$ cat config.mk
export PLATFORM = sky130hd
export DESIGN_NAME = pll_lock_supervisor
export DESIGN_NICKNAME = d
export VERILOG_FILES = /design/src/rtl/pll_lock_supervisor.sv
export SDC_FILE = /design/constraint.sdc
export NUM_CORES = 1
export LEC_CHECK = 0
export CORE_MARGIN = 2
export CORE_UTILIZATION = 35
export CTS_BUF_LIST = sky130_fd_sc_hd__clkbuf_4 sky130_fd_sc_hd__clkbuf_8
export CTS_CLUSTER_SIZE = 24
export DETAILED_ROUTE_END_ITERATION = 7
export GPL_ROUTABILITY_DRIVEN = 1
export PLACE_DENSITY = 0.61
export SYNTH_ARGS = -nofsm -noshare
export SYNTH_HDL_FRONTEND = slang
export SYNTH_SLANG_ARGS = --single-unit
$ cat constraint.sdc
create_clock -name clk_100MHz -period 2.53 [get_ports clk_100MHz]
set_clock_uncertainty 0.1 [all_clocks]
set_input_delay 0.506 -clock clk_100MHz [delete_from_list [all_inputs] [get_ports clk_100MHz]]
set_output_delay 0.506 -clock clk_100MHz [all_outputs]
set_load 0.03 [all_outputs]
$ cat src/rtl/pll_lock_supervisor.sv
// pll_lock_supervisor
// Sequences the EHXPLLL: holds the PLL in reset, waits for LOCK, debounces it,
// retries on timeout and gates the reset of the PLL-clocked logic.
// Everything runs on the 100 MHz reference clock, which is valid before lock.
// Optional feature macro: PLL_SUP_LOSS_CNT_EN
//   defined   -> loss_cnt counts RUN->WAIT_LOCK transitions, saturating at 255
//   undefined -> loss_cnt is tied to zero and no counter flops are built
module pll_lock_supervisor #(
  parameter int PLL_RST_CYCLES      = 16,
  parameter int LOCK_TIMEOUT_CYCLES = 65536,
  parameter int STABLE_CYCLES       = 1024,
  parameter int MAX_RETRIES         = 3,
  localparam int RW = (MAX_RETRIES > 0) ? $clog2(MAX_RETRIES + 1) : 1
) (
  input  logic          clk_100MHz,
  input  logic          rst_n,
  input  logic          pll_locked,
  input  logic          retry_req,
  output logic          pll_rst,
  output logic          sys_rst_n,
  output logic          ready,
  output logic          fail,
  output logic [RW-1:0] retry_cnt,
  output logic [7:0]    loss_cnt
);

  // The timer only has to reach the largest of the three cycle counts minus one.
  localparam int MAX_A   = (PLL_RST_CYCLES > LOCK_TIMEOUT_CYCLES) ? PLL_RST_CYCLES : LOCK_TIMEOUT_CYCLES;
  localparam int MAX_CYC = (MAX_A > STABLE_CYCLES) ? MAX_A : STABLE_CYCLES;
  localparam int TW      = (MAX_CYC > 1) ? $clog2(MAX_CYC) : 1;

  localparam logic [TW-1:0] RST_LAST     = TW'(PLL_RST_CYCLES - 1);
  localparam logic [TW-1:0] TIMEOUT_LAST = TW'(LOCK_TIMEOUT_CYCLES - 1);
  localparam logic [TW-1:0] STABLE_LAST  = TW'(STABLE_CYCLES - 1);
  localparam logic [TW-1:0] TIMER_ONE    = TW'(1);
  localparam logic [RW-1:0] RETRY_LIMIT  = RW'(MAX_RETRIES);
  localparam logic [RW-1:0] RETRY_ONE    = RW'(1);

  typedef enum logic [2:0] {
    RESET_PLL,
    WAIT_LOCK,
    STABLE,
    RUN,
    FAIL
  } state_t;

  state_t        state;
  logic [TW-1:0] timer;
  logic [1:0]    sync_q;
  logic          locked_s;

  // Two-flop synchronizer bringing the asynchronous LOCK pin into this domain.
  always_ff @(posedge clk_100MHz or negedge rst_n) begin
    if (!rst_n) begin
      sync_q <= 2'b00;
    end else begin
      sync_q <= {sync_q[0], pll_locked};
    end
  end

  assign locked_s = sync_q[1];

  // Sequencer: every output is updated on the same edge as the state it belongs to.
  always_ff @(posedge clk_100MHz or negedge rst_n) begin
    if (!rst_n) begin
      state     <= RESET_PLL;
      timer     <= '0;
      pll_rst   <= 1'b1;
      sys_rst_n <= 1'b0;
      ready     <= 1'b0;
      fail      <= 1'b0;
      retry_cnt <= '0;
    end else begin
      case (state)
        RESET_PLL: begin
          if (timer == RST_LAST) begin
            state   <= WAIT_LOCK;
            timer   <= '0;
            pll_rst <= 1'b0;
          end else begin
            timer <= timer + TIMER_ONE;
          end
        end
        WAIT_LOCK: begin
          if (locked_s) begin
            state <= STABLE;
            timer <= '0;
          end else if (timer == TIMEOUT_LAST) begin
            timer <= '0;
            if (retry_cnt == RETRY_LIMIT) begin
              state <= FAIL;
              fail  <= 1'b1;
            end else begin
              state     <= RESET_PLL;
              pll_rst   <= 1'b1;
              retry_cnt <= retry_cnt + RETRY_ONE;
            end
          end else begin
            timer <= timer + TIMER_ONE;
          end
        end
        STABLE: begin
          if (!locked_s) begin
            state <= WAIT_LOCK;
            timer <= '0;
          end else if (timer == STABLE_LAST) begin
            state     <= RUN;
            timer     <= '0;
            retry_cnt <= '0;
            sys_rst_n <= 1'b1;
            ready     <= 1'b1;
          end else begin
            timer <= timer + TIMER_ONE;
          end
        end
        RUN: begin
          if (!locked_s) begin
            state     <= WAIT_LOCK;
            timer     <= '0;
            sys_rst_n <= 1'b0;
            ready     <= 1'b0;
          end
        end
        FAIL: begin
          if (retry_req) begin
            state     <= RESET_PLL;
            timer     <= '0;
            pll_rst   <= 1'b1;
            fail      <= 1'b0;
            retry_cnt <= '0;
          end
        end
        default: begin
          state     <= RESET_PLL;
          timer     <= '0;
          pll_rst   <= 1'b1;
          sys_rst_n <= 1'b0;
          ready     <= 1'b0;
          fail      <= 1'b0;
          retry_cnt <= '0;
        end
      endcase
    end
  end

`ifdef PLL_SUP_LOSS_CNT_EN
  // Saturating count of lock losses while running; only rst_n clears it.
  always_ff @(posedge clk_100MHz or negedge rst_n) begin
    if (!rst_n) begin
      loss_cnt <= 8'd0;
    end else if ((state == RUN) && !locked_s && (loss_cnt != 8'hFF)) begin
      loss_cnt <= loss_cnt + 8'd1;
    end
  end
`else
  assign loss_cnt = 8'd0;
`endif

endmodule

## Word-level counts from Yosys, hierarchy flattened

Cells that the tools add are included.

| cells by class | value |
|---|---|
| multiplexer cells | 39 |
| add/subtract/negate cells | 2 |
| eq/ne operators | 19 |
| reductions and logical operators | 11 |
| bitwise gates (word level) | 4 |

Operator list:

| kind | number |
|---|---|
| 16-bit 2-to-1 mux | 7 |
| 16-bit case mux with 5 select lines | 1 |
| 3-bit 2-to-1 mux | 8 |
| 2-bit inequality test, second input constant | 9 |
| 16-bit by 1-bit adder with 16-bit output, second input constant | 1 |
| 16-bit by 10-bit == test with 1-bit output, second input constant | 1 |
| 16-bit == test, second input constant | 1 |
| 16-bit by 4-bit == test with 1-bit output, second input constant | 1 |
| 3-bit case mux with 5 select lines | 1 |
| 1-bit 2-to-1 mux | 12 |
| 2-bit 2-to-1 mux | 6 |
| 5-bit AND reduction | 2 |
| 2-bit case mux with 4 select lines | 1 |
| 7-bit AND reduction | 1 |
| 3-bit by 2-bit == test with 1-bit output, second input constant | 2 |
| 3-bit inequality test, second input constant | 2 |
| 1-bit case mux with 3 select lines | 2 |
| 6-bit AND reduction | 1 |
| 3-bit OR reduction | 2 |
| 1-bit inverter | 4 |
| 1-bit case mux with 4 select lines | 1 |
| 4-bit AND reduction | 1 |
| 2-bit OR reduction | 2 |
| 3-bit by 1-bit == test with 1-bit output, second input constant | 1 |
| other kinds (5) | 5 |

| word-level totals | value |
|---|---|
| output and inout bits | 14 |
| input bits | 4 |
| bits in registers | 26 |
| word-level logic and storage cells | 82 |

## Longest topological paths before layout

| logic depth | value |
|---|---|
| word-level depth | 5 |
| gate-level depth with buffers | 7 |
| mapped depth without buffers | 6 |

## Worst setup path before layout

No wires, ideal clock.

| path | value |
|---|---|
| path kind | register -> register |
| start | register timer[11] |
| end | register timer[9] |
| arrival | 2093 ps |
| buffers on the path | 2 |
| required time | 2306 ps |
| clock period less this slack | 2317 ps |
| slack | 213 ps |
| library setup time | 124 ps |
| cell stages (with the launch flop) | 8 |
| cell sequence | dfrtp_1 > buf_6 > or4_4 > or4_4 > o22ai_2 > buf_6 > a21oi_1 > a211o_1 |

| on the way | value |
|---|---|
| longest elaborated chain between the ends | 4 |
| elaborated cells between the ends (all ways) | 9 |
| those cells by class | 3 x eq/ne; 6 x mux |

Ends and longest elaborated chain:

| item | line | text |
|---|---|---|
| from (decl) | 48 | `logic [TW-1:0] timer;` |
| from (signal assigned) | 81 | `timer <= timer + TIMER_ONE;` |
| from (signal assigned) | 99 | `timer <= timer + TIMER_ONE;` |
| from (signal assigned) | 113 | `timer <= timer + TIMER_ONE;` |
| 16-bit by 10-bit == test with 1-bit output or 16-bit == test (tied branches) | 106, 88 |  |
| 16-bit 2-to-1 mux (on tied branches) | 106, 88 |  |
| 16-bit 2-to-1 mux (on tied branches) | 103, 85 |  |
| 16-bit case mux with 5 select lines (*) | 74 | `case (state)` |

Every way passes the cells marked *; elsewhere a longest branch is shown, timed or not.
A chain may end at the register's enable or synchronous reset.

## Worst setup path in the final report

| path | value |
|---|---|
| start | register timer[11] |
| end | register timer[3] |

Same word-level chain as after synthesis.

==> results.py <==
metrics = {
    "die": {
        "ios": 18,
        "start_util_pct": 35.9,
        "die_h_um": 73.1,
        "rows": 25,
        "core_area_sq_um": 4660,
        "die_x_um": 73.1,
        "fp.dieArea_sq_um": 5350,
    },
    "timing": {
        "rsz0062_at_grt": "false",
        "setup_tns_ns": 0,
        "drv_slew": 0,
        "finalHoldViolCount": 0,
        "fin_crit_ns": 2.36,
        "fin_crit_sh_pct": 93.4,
        "finalSetupViolCount": 0,
        "max_freq_mhz": 423,
    },
    "routing": {
        "first_iter_violations": 89,
        "via_per_inst": 5.56,
        "drt_wl_total_mm": 3.65,
        "wl_per_cell_um": 14.7,
        "drc": 0,
        "via_count": 1384,
        "drt_pass1_iterations": 4,
        "drtAntennaViolNets": 0,
    },
    "power": {
        "ir_worst_vdd_mv": 0.166,
        "power_density_nw_per_um2": 389,
        "p_leak_nw": 0.760,
    },
    "min_path": {
        "hp-class": "reg2reg",
        "whs_path_depth": 0,
    },
    "worst_setup_path": {
        "critPathArrivalTime_ns": 2.42,
        "path_class": "reg2reg",
        "endpoint_kind": "register",
        "cp-start-kind": "register",
        "crit_fanout": 7,
        "required_ns": 2.59,
        "reg2reg_depth": 6,
    },
    "clock_network": {
        "htree_num_levels": 1,
        "root_buffer": "clkbuf_8",
        "cts_hold_buf": 0,
        "cts_sinks": 26,
        "cts_resized": 0,
        "cts_made_buffers": 3,
        "clkTransAtPathRegs_ns": 0.09,
        "postCtsSetupRepairBufs": 0,
        "tritoncts": "yes",
        "cts_buffer_depth": 2,
        "insertion_delay_ns": 0.27,
    },
    "logic_synthesis": {
        "synth.avg_cell_area_sq_um": 9.14,
        "synth_area_leaders": "dfrtp_1 (37%), buf_4 (4.9%), nand2_1 (4.0%)",
        "synth_top_cells_by_count": "dfrtp_1 (25), nand2_1 (18), a21oi_1 (12), o21ai_0 (12), buf_4 (11)",
        "synth_top_cell_by_area": "dfrtp_1",
        "ys.flop_type": "dfrtp_1",
        "synth_cells": 183,
        "netlist_area_sq_um": 1670,
        "synth_cell_types": 51,
        "synth_edf_count": 0,
        "yosys_warnings": 0,
        "synth_top_cell_area_share_pct": 37.4,
        "synthMostInstantiatedCell": "dfrtp_1",
        "ys_seq_area_share_pct": 39.0,
        "yosys_register_bits": 26,
        "synthArstFlopShare_pct": 100,
    },
    "finish": {
        "syn_to_final_growth_pct": 11.0,
        "fin_util_pct": 39.8,
        "nets": 202,
        "fillers": 480,
        "regArea_sq_um": 652,
        "final_area_sq_um": 1860,
        "antenna_cells": 0,
        "final_layout_size_suffix_gt1_share_pct": 17.9,
        "multi_input_area_sq_um": 887,
    },
    "global_routing": {
        "grt_pass1_vias": 1342,
        "grt_pass1_wl_mm": 6.33,
        "overflow": 0,
        "grt_util_all_layers_pct": 15.1,
        "grt_max_degree": 27,
        "antenna_found_initial": 0,
    },
    "run": {
        "max_cap_violations": 0,
    },
    "place": {
        "placed_area_sq_um": 1800,
        "io_buffers": 9,
        "gp_routability_congestion": 0.878,
        "dp_hpwl_mm": 2.69,
    },
    "run_status": {
        "status": "finished, final reports clean",
    },
}
worst max-delay path: stages (launching register included):
cell     delay, ns
dfrtp_1       0.38
or4_4         0.54
or4_4         0.46
o22ai_2       0.16
buf_4         0.17
nand2_2       0.11
a221o_1       0.32
through the flow:
stage / hold slack [ns] / cells / setup slack (ns) / power [mW]
floorplan: 0.110 / 190 / 0.213 / 0.453
global placement: 0.233 / 245 / 0.0635 / 0.458
detailed placement: 0.265 / 245 / 0.0360 / 0.459
CTS: 0.286 / 249 / 0.168 / 0.725
global route: 0.303 / 249 / 0.0913 / 0.748
finish: 0.287 / 249 / 0.168 / 0.722
state kept, by name (all words and copies together), names as in the netlist:
register   flops
state          3
ready          1
sync_q         2
pll_rst        1
timer         16
fail           1
retry_cnt      2
placed cells by master, fill, tap and decap left out, types with 2 or more instances in the layout:
cell,n
a211oi_1,2
a21boi_0,2
a21oi_1,12
a221o_1,5
a41oi_1,2
and2_2,3
and3_1,4
and4bb_2,2
buf_4,12
clkbuf_8,4
clkdlybuf4s50_1,9
conb_1,8
dfrtp_1,25
ha_1,2
inv_1,4
mux2_2,4
nand2_1,18
nand3_1,7
nand3b_1,2
nand4_1,8
nor2_1,10
nor2b_1,3
nor3_1,3
nor4_1,4
o21ai_0,12
or4_4,2
xor2_1,4
report_power, final:
| part | internal [mW] | switching (mW) |
|---|---|---|
| clock | 0.139 | 0.132 |
| combinational | 0.00590 | 0.0258 |
| sequential | 0.417 | 0.00180 |
cells by family after synthesis:
group | Yosys count | share of synthesized area (%)
other | 1 | 0.224
and+or+nand+nor | 74 | 25.1
muxes | 4 | 2.69
AOI/OAI and AO/OA | 47 | 19.4
buffers and inverters | 24 | 9.57
adders and majority gates | 2 | 1.50
DFF | 26 | 39.0
xor gates and xnor gates | 5 | 2.62
metal layers:
metal | vias up | share of wire, % | global-route usage, %
met4 | 0 | 0.55 | 3.70
met3 | 2 | 5.6 | 2.07
met2 | 39 | 46 | 24.1
met1 | 666 | 48 | 21.4
met5 | - | 0 | 0
li1 | 677 | - | -
worst paths after layout:
kind,startpoint,endpoint,slack [ns]
max in group asynchronous,rst_n,pll_rst,1.52
min,sync_q[0],sync_q[1],0.29
min reg2reg,sync_q[0],sync_q[1],0.29
max reg2reg,timer[11],timer[3],0.17
min in group asynchronous,rst_n,ready,0.50
max,timer[11],timer[3],0.17
final cells by class:
class | count | share of cell area, %
multi-input cells | 140 | 47.8
inverters | 4 | 0.809
repair buffers | 21 | 9.70
well taps | 54 | 3.64
flip-flops and latches | 26 | 35.1
clock buffers | 4 | 2.96
Power figures use the tool's default switching activity.
